===== config.mk =====
export PLATFORM = sky130hd
export DESIGN_NAME = piezo_tone_rx
export DESIGN_NICKNAME = d
export VERILOG_FILES = /design/src/rtl/piezo_tone_rx.sv
export SDC_FILE = /design/constraint.sdc
export NUM_CORES = 1
export LEC_CHECK = 0
export CORE_UTILIZATION = 35
export CTS_BUF_LIST = sky130_fd_sc_hd__clkbuf_8
export DETAILED_ROUTE_END_ITERATION = 8
export PLACE_DENSITY = 0.55
export SYNTH_ARGS = -nofsm -noshare
export SYNTH_HDL_FRONTEND = slang
export SYNTH_SLANG_ARGS = --single-unit

===== constraint.sdc =====
create_clock -name clk -period 6.5 [get_ports clk]
set_clock_uncertainty 0.1 [all_clocks]
set_input_delay 1.625 -clock clk [delete_from_list [all_inputs] [get_ports clk]]
set_output_delay 1.625 -clock clk [all_outputs]
set_load 0.03 [all_outputs]

===== src/rtl/piezo_tone_rx.sv =====
`default_nettype none
// +----------------------------------------------------------------------------+
// | Module      : piezo_tone_rx                                                |
// | Description : Piezo square-wave receiver. Measures the period between      |
// |               rising edges, classifies it as G6/C7/E7/G7, confirms notes   |
// |               after a run of matching periods, and recognises the          |
// |               low-battery (G6-C7-E7, silence) and fanfare                  |
// |               (G6-C7-E7-G7-E7-G7) melodies.                                |
// | Revision    : 1.0 - initial release                                        |
// +----------------------------------------------------------------------------+
module piezo_tone_rx #(
  parameter int FAST_SIM     = 1,
  parameter int NOTE_CONFIRM = 4
) (
  input  logic       clk,
  input  logic       rst,
  input  logic       piezo_in,
  output logic [2:0] note,
  output logic       note_vld,
  output logic       tone_active,
  output logic       batt_low_det,
  output logic       fanfare_det
);

  // Period counter increment; the accelerated driver runs 16x faster.
  localparam logic [15:0] C_STEP    = (FAST_SIM != 0) ? 16'd16 : 16'd1;
  localparam logic [15:0] C_CNT_MAX = 16'hFFFF;
  localparam logic [3:0]  C_CONFIRM = 4'(NOTE_CONFIRM);

  // Period class codes; 0 doubles as "unknown" for the tracker and "none" for note.
  localparam logic [2:0] C_UNK = 3'd0;
  localparam logic [2:0] C_G6  = 3'd1;
  localparam logic [2:0] C_C7  = 3'd2;
  localparam logic [2:0] C_E7  = 3'd3;
  localparam logic [2:0] C_G7  = 3'd4;

  // Inclusive band limits on the measured period value.
  localparam logic [15:0] C_G6_LO = 16'd30000;
  localparam logic [15:0] C_G6_HI = 16'd33800;
  localparam logic [15:0] C_C7_LO = 16'd22500;
  localparam logic [15:0] C_C7_HI = 16'd25300;
  localparam logic [15:0] C_E7_LO = 16'd17900;
  localparam logic [15:0] C_E7_HI = 16'd20100;
  localparam logic [15:0] C_G7_LO = 16'd15000;
  localparam logic [15:0] C_G7_HI = 16'd16900;

  typedef enum logic [2:0] {
    S_IDLE = 3'd0,
    S_G6   = 3'd1,
    S_C7   = 3'd2,
    S_E7   = 3'd3,
    S_G7   = 3'd4,
    S_E7B  = 3'd5
  } seq_state_t;

  // Input path: [0],[1] synchronise, [2] is the edge-detect history bit.
  logic [2:0]  sync_q, sync_d;
  logic        rise_q, rise_d;

  // Period measurement and note tracking.
  logic [15:0] cnt_q, cnt_d;
  logic        armed_q, armed_d;
  logic [3:0]  run_q, run_d;
  logic [2:0]  cls_q, cls_d;
  logic [2:0]  last_note_q, last_note_d;

  // Registered outputs.
  logic [2:0]  note_q, note_d;
  logic        note_vld_q, note_vld_d;
  logic        tone_active_q, tone_active_d;
  logic        batt_low_q, batt_low_d;
  logic        fanfare_q, fanfare_d;

  seq_state_t  state_q, state_d;

  // Internal events handed from the tracker to the melody FSM.
  logic [16:0] cnt_sum;
  logic [15:0] cnt_inc;
  logic [2:0]  cls_now;
  logic        sil_evt;
  logic        note_evt;

  function automatic logic [2:0] classify(input logic [15:0] p);
    logic [2:0] c;
    c = C_UNK;
    if      (p >= C_G6_LO && p <= C_G6_HI) c = C_G6;
    else if (p >= C_C7_LO && p <= C_C7_HI) c = C_C7;
    else if (p >= C_E7_LO && p <= C_E7_HI) c = C_E7;
    else if (p >= C_G7_LO && p <= C_G7_HI) c = C_G7;
    return c;
  endfunction

  // Synchroniser shift and rising-edge detection, registered once more so the
  // tracker works from a clean single-cycle strobe.
  always_comb begin
    sync_d = {sync_q[1:0], piezo_in};
    rise_d = sync_q[1] & ~sync_q[2];
  end

  // Period measurement, run tracking, note confirmation and silence detection.
  always_comb begin
    cnt_sum       = {1'b0, cnt_q} + {1'b0, C_STEP};
    cnt_inc       = cnt_sum[16] ? C_CNT_MAX : cnt_sum[15:0];
    cls_now       = classify(cnt_q);

    cnt_d         = cnt_inc;
    armed_d       = armed_q;
    run_d         = run_q;
    cls_d         = cls_q;
    last_note_d   = last_note_q;
    note_d        = note_q;
    tone_active_d = tone_active_q;
    note_evt      = 1'b0;
    sil_evt       = 1'b0;

    if (rise_q) begin
      // A rise always restarts the measurement, even on the saturation cycle.
      cnt_d = '0;
      if (!armed_q) begin
        armed_d = 1'b1;
      end else if (cls_now == C_UNK) begin
        // Out-of-band periods (note boundaries, glitches) break the run quietly.
        run_d = '0;
        cls_d = C_UNK;
      end else begin
        tone_active_d = 1'b1;
        cls_d         = cls_now;
        if (cls_now == cls_q) begin
          run_d = (run_q < C_CONFIRM) ? run_q + 4'd1 : C_CONFIRM;
        end else begin
          run_d = 4'd1;
        end
        // Only a change of note is reported, so a run resumed after a glitch
        // stays silent.
        if (run_d == C_CONFIRM && cls_now != last_note_q) begin
          note_d      = cls_now;
          last_note_d = cls_now;
          note_evt    = 1'b1;
        end
      end
    end else if (cnt_inc == C_CNT_MAX && cnt_q != C_CNT_MAX) begin
      // First cycle of saturation: one silence event, the held state is quiet.
      sil_evt       = 1'b1;
      armed_d       = 1'b0;
      run_d         = '0;
      cls_d         = C_UNK;
      last_note_d   = C_UNK;
      note_d        = C_UNK;
      tone_active_d = 1'b0;
    end

    note_vld_d = note_evt;
  end

  // Melody recogniser next-state and detector pulses.
  always_comb begin
    state_d    = state_q;
    batt_low_d = 1'b0;
    fanfare_d  = 1'b0;

    if (sil_evt) begin
      batt_low_d = (state_q == S_E7);
      state_d    = S_IDLE;
    end else if (note_evt) begin
      // Out-of-sequence note: a G6 can always start a new melody.
      state_d = (cls_now == C_G6) ? S_G6 : S_IDLE;
      case (state_q)
        S_G6:    if (cls_now == C_C7) state_d = S_C7;
        S_C7:    if (cls_now == C_E7) state_d = S_E7;
        S_E7:    if (cls_now == C_G7) state_d = S_G7;
        S_G7:    if (cls_now == C_E7) state_d = S_E7B;
        S_E7B: begin
          if (cls_now == C_G7) begin
            state_d   = S_IDLE;
            fanfare_d = 1'b1;
          end
        end
        default: ;
      endcase
    end
  end

  // State registers with synchronous reset.
  always_ff @(posedge clk) begin
    if (rst) begin
      sync_q        <= '0;
      rise_q        <= 1'b0;
      cnt_q         <= '0;
      armed_q       <= 1'b0;
      run_q         <= '0;
      cls_q         <= C_UNK;
      last_note_q   <= C_UNK;
      note_q        <= C_UNK;
      note_vld_q    <= 1'b0;
      tone_active_q <= 1'b0;
      batt_low_q    <= 1'b0;
      fanfare_q     <= 1'b0;
      state_q       <= S_IDLE;
    end else begin
      sync_q        <= sync_d;
      rise_q        <= rise_d;
      cnt_q         <= cnt_d;
      armed_q       <= armed_d;
      run_q         <= run_d;
      cls_q         <= cls_d;
      last_note_q   <= last_note_d;
      note_q        <= note_d;
      note_vld_q    <= note_vld_d;
      tone_active_q <= tone_active_d;
      batt_low_q    <= batt_low_d;
      fanfare_q     <= fanfare_d;
      state_q       <= state_d;
    end
  end

  assign note         = note_q;
  assign note_vld     = note_vld_q;
  assign tone_active  = tone_active_q;
  assign batt_low_det = batt_low_q;
  assign fanfare_det  = fanfare_q;

endmodule
`default_nettype wire

Word-level counts from Yosys, hierarchy flattened
Index checks and enable logic that the tools add are counted.

Mux-type cells: 41. Equal/unequal tests: 17. Bitwise operators: 5. Reductions and logical operators: 15. Order comparisons: 9. Add/sub/neg operators: 2.

Operator list (count): 16-bit by 15-bit greater-or-equal comparator with 1-bit output (second input constant) (3); 16-bit by 15-bit <= comparator with 1-bit output (second input constant) (3); 3-bit 2-to-1 mux (14); 4-bit 2-to-1 mux (9); 16-bit by 5-bit adder with 17-bit output (second input constant) (1); 16-bit == test (second input constant) (1); 16-bit by 14-bit greater-or-equal comparator with 1-bit output (second input constant) (1); 16-bit <= comparator (second input constant) (1); 16-bit 2-to-1 mux (1); 16-bit inequality test (second input constant) (1); 3-bit case mux with 5 select lines (1); 1-bit 2-to-1 mux (14); 3-bit by 2-bit == test with 1-bit output (second input constant) (4); 3-bit == test (second input constant) (3); 3-bit by 1-bit == test with 1-bit output (second input constant) (2); 1-bit logical AND (6); 2-bit OR reduction (3); 4-bit by 1-bit adder with 4-bit output (second input constant) (1); 4-bit by 3-bit == test with 1-bit output (second input constant) (1); 4-bit by 3-bit < comparator with 1-bit output (second input constant) (1); 2-bit 2-to-1 mux (2); 2-bit by 1-bit inequality test with 1-bit output (second input constant) (2); 1-bit inverter (4); 4-bit AND reduction (1); 9 further kinds (9).

Output and inout bits: 7. Register bits: 38. Word-level logic and storage cells: 101. Input bits: 3.

Longest topological paths before layout
Gate-level depths: netlist of the first run.

Depth after elaboration: 19. Mapped depth: 12. Mapped depth without buffers: 10.

Least setup slack after synthesis of the first run
No wires, ideal clock.

Path type: flip-flop to flip-flop. Start: register cnt_q[4]. End: register state_q[1]. Period minus slack after synthesis: 2659 ps. Library setup time: 115 ps. Required time: 6285 ps. Buffers on the path: 2. Setup slack: 3841 ps. Data arrival time: 2443 ps. Stages on the path, launching flop included: 13. Cells stage by stage: dfxtp_1 -> inv_1 -> ha_1 -> o21ai_0 -> nand4b_1 -> and3_1 -> or3_1 -> buf_2 -> a311o_1 -> and4_1 -> buf_6 -> and4_1 -> o21a_1.

Cells in the longest elaborated chain, start to end: 17. Elaborated cells on any way between the ends: 42. Classes of those cells: add/sub: 1; order compare: 8; eq/ne: 7; mux: 18; reduce/logical: 8.

RTL lines: start: declaration (RTL line 61) `logic [15:0] cnt_q, cnt_d;`; start signal: assignment (RTL line 202) `cnt_q <= cnt_d;`; 16-bit by 14-bit greater-or-equal comparator with 1-bit output / 16-bit by 15-bit <= comparator with 1-bit output (equally long branches) (RTL line 89) `else if (p >= C_G7_LO && p <= C_G7_HI) c = C_G7;`; 1-bit logical AND (RTL line 89); 3-bit 2-to-1 mux (RTL line 89); 3-bit 2-to-1 mux (RTL line 88) `else if (p >= C_E7_LO && p <= C_E7_HI) c = C_E7;`; 3-bit 2-to-1 mux (RTL line 87) `else if (p >= C_C7_LO && p <= C_C7_HI) c = C_C7;`; 3-bit 2-to-1 mux (RTL line 86) `if (p >= C_G6_LO && p <= C_G6_HI) c = C_G6;`; 3-bit == test (RTL line 128) `if (cls_now == cls_q) begin`; 4-bit 2-to-1 mux (RTL line 128); 4-bit 2-to-1 mux (RTL line 121) `end else if (cls_now == C_UNK) begin`; 4-bit 2-to-1 mux (RTL line 119) `if (!armed_q) begin`; 4-bit 2-to-1 mux (RTL line 116) `if (rise_q) begin`; 4-bit by 3-bit == test with 1-bit output (RTL line 135) `if (run_d == C_CONFIRM && cls_now != last_note_q) begin`; 1-bit logical AND (RTL line 135); 1-bit 2-to-1 mux (RTL line 135); 1-bit 2-to-1 mux (RTL line 121); 1-bit 2-to-1 mux (RTL line 119); 1-bit 2-to-1 mux (RTL line 116); end signal: assignment (RTL line 212) `state_q <= state_d;`; end: declaration (RTL line 74) `seq_state_t state_q, state_d;`.

Several ways; a longest one is shown, not always the timed one. The select of a mux whose other input is x is not followed. A chain may end at the register's enable or synchronous reset.

Worst setup path in the final report of the first run
Start: input port rst. End: register state_q[2].

Cells in the longest elaborated chain, start to end: 1.

RTL lines: start: declaration (RTL line 16) `input logic rst,`; 2-bit OR reduction (no line).

No other way between the ends.

==> results.yml, run 1 <==
status:
  status: "complete, but fails checks"
  violations: "DRC"
floorplanning:
  core_region_area_sq_um: 6460
  die_w_microns: 84.5
  rows: 29
  fp.dieArea_sq_um: 7140
  die_h_microns: 84.5
  start_util_pct: 36.9
  ios: 10
pwr:
  comb_power_share_pct: 4.7
  max-vdd-ir-drop_uv: 87.5
  power_switching_mw: 0.0996
  p_leak_nw: 0.917
  pwr-share-clk_pct: 43.9
  p_sw_share_pct: 21.4
  seq_power_share_pct: 51.5
  powerDensity_nw_per_um2: 181
  p_int_mw: 0.367
global_routing:
  grt_usage_pct: 17.0
  grt_pass1_vias: 1975
  grt_pass1_wl_microns: 9760
  overflow: 0
  antenna_found_initial: 0
  grt_max_degree: 18
synth:
  yosysUniqueCellTypes: 65
  yosysMostFrequentCell: "dfxtp_1"
  synth_xor_area_share_pct: 3.67
  synthTopCellsByArea: "dfxtp_1 32%, nand2_1 5.0%, nor2_1 4.4%"
  synth_ff_type: "dfxtp_1"
  synthAdderAreaFrac_pct: 3.15
  syn-num-nets: 304
  avgSynthCellArea_sq_um: 8.08
  synth_edf_count: 0
  syn_inst: 295
  synth-simple-area-share_pct: 31.4
  ys_async_sr_fraction_pct: 0
  yosysTopAreaCellShare_pct: 31.9
  synth_area_sq_um: 2380
  yosysWarningCount: 0
  synth_mux_area_share_pct: 1.68
  ys_seq_elements: 38
  synth_compound_area_share_pct: 22.4
  yosysSeqAreaShare_pct: 31.9
  synthTopCellsByCount: "38 x dfxtp_1, 32 x nand2_1, 28 x nor2_1"
  yosysTopAreaCell: "dfxtp_1"
  synth_top_family_by_area: "simple AND/OR/NAND/NOR gates"
routing:
  wirelength_microns: 5670
  drt_pass1_iterations: 6
  drc: 2
  ant_nets: 0
  via_per_inst: 5.70
  drt_iter0_drc: 125
  post_drt_wl_per_cell_microns: 15.4
  via_count: 2098
clock_tree:
  cts_tree: "built"
  clk_pin_slew_worst_paths_ns: 0.08
  cts_resized: 0
  postCtsSetupRepairBufs: 0
  cts_buffer_depth: 2
  clock_latency_ns: 0.29
  numCtsBuffers: 5
  h-tree-depth: 2
  cts_root_buffer: "clkbuf_8"
  hold_buffers: 0
  cts_sinks: 38
worst_setup_path:
  cp_num_buf_inv: 1
  cp-end-kind: "flop"
  cp_max_fo: 15
  crit_family: "compound AO/OA/AOI/OAI gates"
  cp_slowest_stage_delay_ns: 0.78
  cp-start-kind: "input pin"
  cp_slowest_cell: "a41oi_1"
  path_cells: "clkdlybuf4s50_1, a41oi_1, nand2_1, a31oi_1, o21bai_1"
  r2r-end: "fanfare_det$_SDFF_PP0_"
  required_ns: 6.63
  crit_arrival_ns: 3.50
  critPathKind: "in2reg"
  r2r_cells: 8
  r2r-start: "cnt_q[6]$_SDFF_PP0_"
  ff2ff_setup_slack_ns: 3.39
timing:
  fin_crit_ns: 3.37
  tns_ns: 0
  drv_slew: 0
  max_slew_margin_pct: 42.5
  rsz0062_at_grt: "no"
  tightest_slew_ns: 0.852
  report.final.hold_viol_count: 0
  fmax_ghz: 0.297
  setup_viol: 0
  fin_crit_sh_pct: 51.9
  whs_ns: 0.287
min_path:
  hp-class: "reg2reg"
  hold-path-cell-count: 1
  hp-start: "sync_q[2]$_SDFF_PP0_"
  hold_end: "rise_q$_SDFF_PP0_"
finish:
  design_area_sq_um: 2580
  final_nets: 300
  syn2layout_area_growth_pct: 8.19
  final_layout_size_suffix_gt1_share_pct: 6.87
  diodes: 0
placed_design:
  place.gp.congestion: 0.806
  place_area_sq_um: 2470
  hpwlAfterDp_microns: 4100
  io_buffers: 9
run:
  maxCapViolCount: 0
## worst register-to-register path, delay by kind of cell, from the launching register on
kind	cells	cell delay, ns
simple gates	6	1.44
compound gates	2	0.84
flops	1	0.65
## registers in the layout (all words and copies together) (netlist names)
signal / flops
run_q: 4
cls_q: 3
note_vld: 1
rise_q: 1
cnt_q: 16
armed_q: 1
sync_q: 3
fanfare_det: 1
batt_low_det: 1
note: 3
state_q: 3
tone_active: 1
## final cells by class
cell class | instances | area, sq um
repair buffers | 9 | 90.1
multi-input cells | 228 | 1490
clock inverters | 1 | 30.0
fillers | 679 | 3880
inverters | 9 | 33.8
clock buffers | 6 | 82.6
flip-flops and latches | 38 | 761
well taps | 77 | 96.3
## cell usage in the layout, fill, tap and decap left out, types with 2 or more instances in the layout
cell type        count
a2111oi_2            2
a211oi_1             3
a21o_1               3
a21oi_1             15
a311o_1              2
a31oi_1              9
a41oi_1              2
and2_1               3
and3_1               5
and4_1               2
and4b_1              2
clkbuf_8             6
clkdlybuf4s50_1      9
dfxtp_1             38
ha_1                 6
inv_1                9
mux2i_1              4
nand2_1             32
nand2b_1             3
nand3_1              8
nand4_1              6
nor2_1              28
nor2b_1              6
nor3_1              11
nor3b_1              2
nor4_1               6
nor4b_1              3
o21a_1               5
o21ai_0              5
o21ai_1              7
o21bai_1             3
o31a_1               2
or3_1                6
xnor2_1              8
xor2_1               2
## through the flow
stage               util [%]  power (mW)  std cells  setup WS, ns
finish                  39.9       0.466        368          3.13
global route            39.9       0.486        368          2.85
CTS                     39.9       0.474        368          3.09
detailed placement      38.2       0.267        361          2.79
global placement        38.2       0.266        361          2.90
floorplan                  -       0.260        295          3.84
## per-layer routing
metal,track usage [%],part of all wire (%)
met3,3.34,2.6
met4,4.62,0.88
met2,25.4,44
met1,24.8,53
met5,0,0
## power groups by stage
stage	clock network (mW)	registers (mW)	logic, mW
after CTS	0.212	0.240	0.0216
after global routing	0.221	0.240	0.0241
after floorplan	0	0.243	0.0171
after global placement	0	0.245	0.0213
after detailed placement	0	0.245	0.0216
final	0.205	0.240	0.0217
## worst max-delay path by stage
stage / start / to / slack [ns] / depth (start not counted)
after floorplan: cnt_q[4]$_SDFF_PP0_ / state_q[1]$_SDFFE_PP0P_ / 3.84 / 12
after global placement: rst / state_q[2]$_SDFFE_PP0P_ / 2.90 / 5
after detailed placement: rst / state_q[2]$_SDFFE_PP0P_ / 2.79 / 5
after CTS: rst / state_q[2]$_SDFFE_PP0P_ / 3.09 / 5
after global routing: rst / state_q[2]$_SDFFE_PP0P_ / 2.85 / 5
final: rst / state_q[2]$_SDFFE_PP0P_ / 3.13 / 5
## cells by family (layout without fill, tap and decap cells)
family          after synthesis  count (layout)
buf+inv                      29              25
mux                           4               4
compound gates               73              73
xor+xnor                     10              10
fa+ha+maj                     6               6
flops                        38              38
simple gates                135             135
Power figures use the tool's default switching activity.
==> run 2, diff against run 1 <==
==> constraint.sdc (replaced) <==
create_clock -name clk -period 3.4 [get_ports clk]
set_clock_uncertainty 0.1 [all_clocks]
set_input_delay 0.85 -clock clk [delete_from_list [all_inputs] [get_ports clk]]
set_output_delay 0.85 -clock clk [all_outputs]
set_load 0.03 [all_outputs]
==> run 2 against run 1 <==
  * The run still ends with DRC left
  * Largest cell class unchanged
  * Sequential power increased by 90%
  * Critical path depth increased by 5
  * Hold slack got worse by 0.0064 ns
  * Final cell count increased by 1.6%
  * Critical path type is now reg2reg
  * Flip-flop and latch count unchanged
  * Total power increased by 94%
  * Clock power increased by 95%
  * Via count increased by 2.4%
==> results.yml, run 2 (synthesized netlist as in run 1, its figures left out) <==
finish:
  final_cell_mix: "38 x dfxtp_1, 32 x nand2_1, 28 x nor2_1"
  instances_no_fill: 374
  top_register: "cnt_q"
  largest_reg_flops: 16
  fin_util_pct: 40.6
  final_common_cell: "dfxtp_1"
  final_layout_size_suffix_gt1_share_pct: 8.75
  design_area_sq_um: 2630
  top_regs: "cnt_q: 16 flops, run_q: 4 flops"
  diodes: 0
  final_nets: 306
  syn2layout_area_growth_pct: 10.1
floorplanning:
  ios: 10
  die_h_microns: 84.5
  start_util_pct: 36.9
  fp.dieArea_sq_um: 7140
  core_region_area_sq_um: 6460
  die_w_microns: 84.5
  rows: 29
pwr:
  p_sw_share_pct: 22.1
  seq_power_share_pct: 50.5
  pwr-share-clk_pct: 44.3
  comb_power_share_pct: 5.2
  power_switching_mw: 0.200
  p_leak_nw: 0.947
  max-vdd-ir-drop_uv: 150
  powerDensity_nw_per_um2: 344
  power_mw: 0.903
  p_int_mw: 0.703
worst_setup_path:
  path_cells: "inv_1, ha_1, o21ai_1, a2111oi_1, nor3_1, or2_1, a41oi_2, and4_1, a31oi_1, o21a_1"
  critPathKind: "reg2reg"
  cp_slowest_cell: "a2111oi_1"
  crit_arrival_ns: 3.21
  cp-end-kind: "flop"
  cp_slowest_stage_delay_ns: 0.59
  cp_max_fo: 7
  required_ns: 3.49
  cp-start-kind: "flop"
placed_design:
  hpwlAfterDp_microns: 4280
  place.gp.congestion: 0.904
  place_area_sq_um: 2510
  io_buffers: 9
  dp.cells: 367
routing:
  wirelength_microns: 5860
  drt_pass1_iterations: 7
  ant_nets: 0
  drt_iter0_drc: 216
  drc: 3
  post_drt_wl_per_cell_microns: 15.7
  via_per_inst: 5.75
  via_count: 2149
clock_tree:
  cts_tree: "built"
  cts_root_buffer: "clkbuf_8"
  numCtsBuffers: 5
  clock_latency_ns: 0.30
  cts_sinks: 38
  cts_buffer_depth: 2
  h-tree-depth: 2
  clk_pin_slew_worst_paths_ns: 0.08
status:
  status: "complete, but fails checks"
  violations: "DRC"
timing:
  fmax_ghz: 0.321
  fin_crit_sh_pct: 91.6
  tns_ns: 0
  rsz0062_at_grt: "no"
  fin_crit_ns: 3.11
  report.final.hold_viol_count: 0
  drv_slew: 0
  tightest_slew_ns: 0.934
  setup_viol: 0
  max_slew_margin_pct: 36.9
global_routing:
  antenna_found_initial: 0
  grt_pass1_wl_microns: 10300
  overflow: 0
  grt_usage_pct: 18.0
  grt_max_degree: 18
  grt_pass1_vias: 2042
min_path:
  hp-class: "reg2reg"
run:
  maxCapViolCount: 0
-- run 2: cell types whose count changed in the layout (fill, tap and decap cells not counted) --
cell,before,now
buf_4,0,6
a2111oi_1,0,1
a2111oi_0,1,0
-- run 2: final timing paths --
path | start | end | slack, ns | cells past startpoint
worst max-delay path | cnt_q[4]$_SDFF_PP0_ | state_q[1]$_SDFFE_PP0P_ | 0.29 | 10
worst min-delay path | sync_q[2]$_SDFF_PP0_ | rise_q$_SDFF_PP0_ | 0.28 | 1
worst max register to register | cnt_q[4]$_SDFF_PP0_ | state_q[1]$_SDFFE_PP0P_ | 0.29 | 10
worst min register to register | sync_q[2]$_SDFF_PP0_ | rise_q$_SDFF_PP0_ | 0.28 | 1
-- run 2: timing repair --
| item | in CTS | in global routing |
|---|---|---|
| resized for setup | 0 | 1 |
| setup endpoints to repair | 0 | 1 |
| hold buffers | 0 | 0 |
| setup buffers | 0 | 0 |
-- run 2: through the flow --
stage	hold slack (ns)	setup slack, ns
after CTS	0.287	0.229
after global placement	0.272	0.251
after detailed placement	0.275	0.245
after floorplan	0.267	0.741
final	0.281	0.287
after global routing	0.302	0.0667
-- run 2: area by class of cell --
class | count | area, sq um
clock buffers | 6 | 82.6
clock inverters | 1 | 30.0
fillers | 680 | 3830
inverters | 9 | 33.8
multi-input cells | 228 | 1490
flip-flops and latches | 38 | 761
well taps | 77 | 96.3
repair buffers | 15 | 135
-- run 2: critical path: cells and delay by family, from the launching register on --
family | cells | cell delay, ns
fa+ha+maj | 1 | 0.20
flops | 1 | 0.39
simple gates | 3 | 0.87
buf+inv | 1 | 0.18
compound gates | 5 | 1.27
-- run 2: power by group through the flow --
stage	Combinational, mW	Sequential [mW]	Clock, mW
2_1_floorplan	0.0326	0.465	0
3_3_place_gp	0.0464	0.466	0
3_5_place_dp	0.0461	0.466	0
4_1_cts	0.0463	0.456	0.408
5_1_grt	0.0518	0.457	0.423
6_report	0.0468	0.456	0.400
-- run 2: layer usage --
metal	up-vias	wire length, microns	GRT usage, %
met5	-	0	0
met4	0	125	7.55
met3	11	310	3.34
met2	75	2470	25.5
met1	987	2960	26.5
li1	1076	-	-
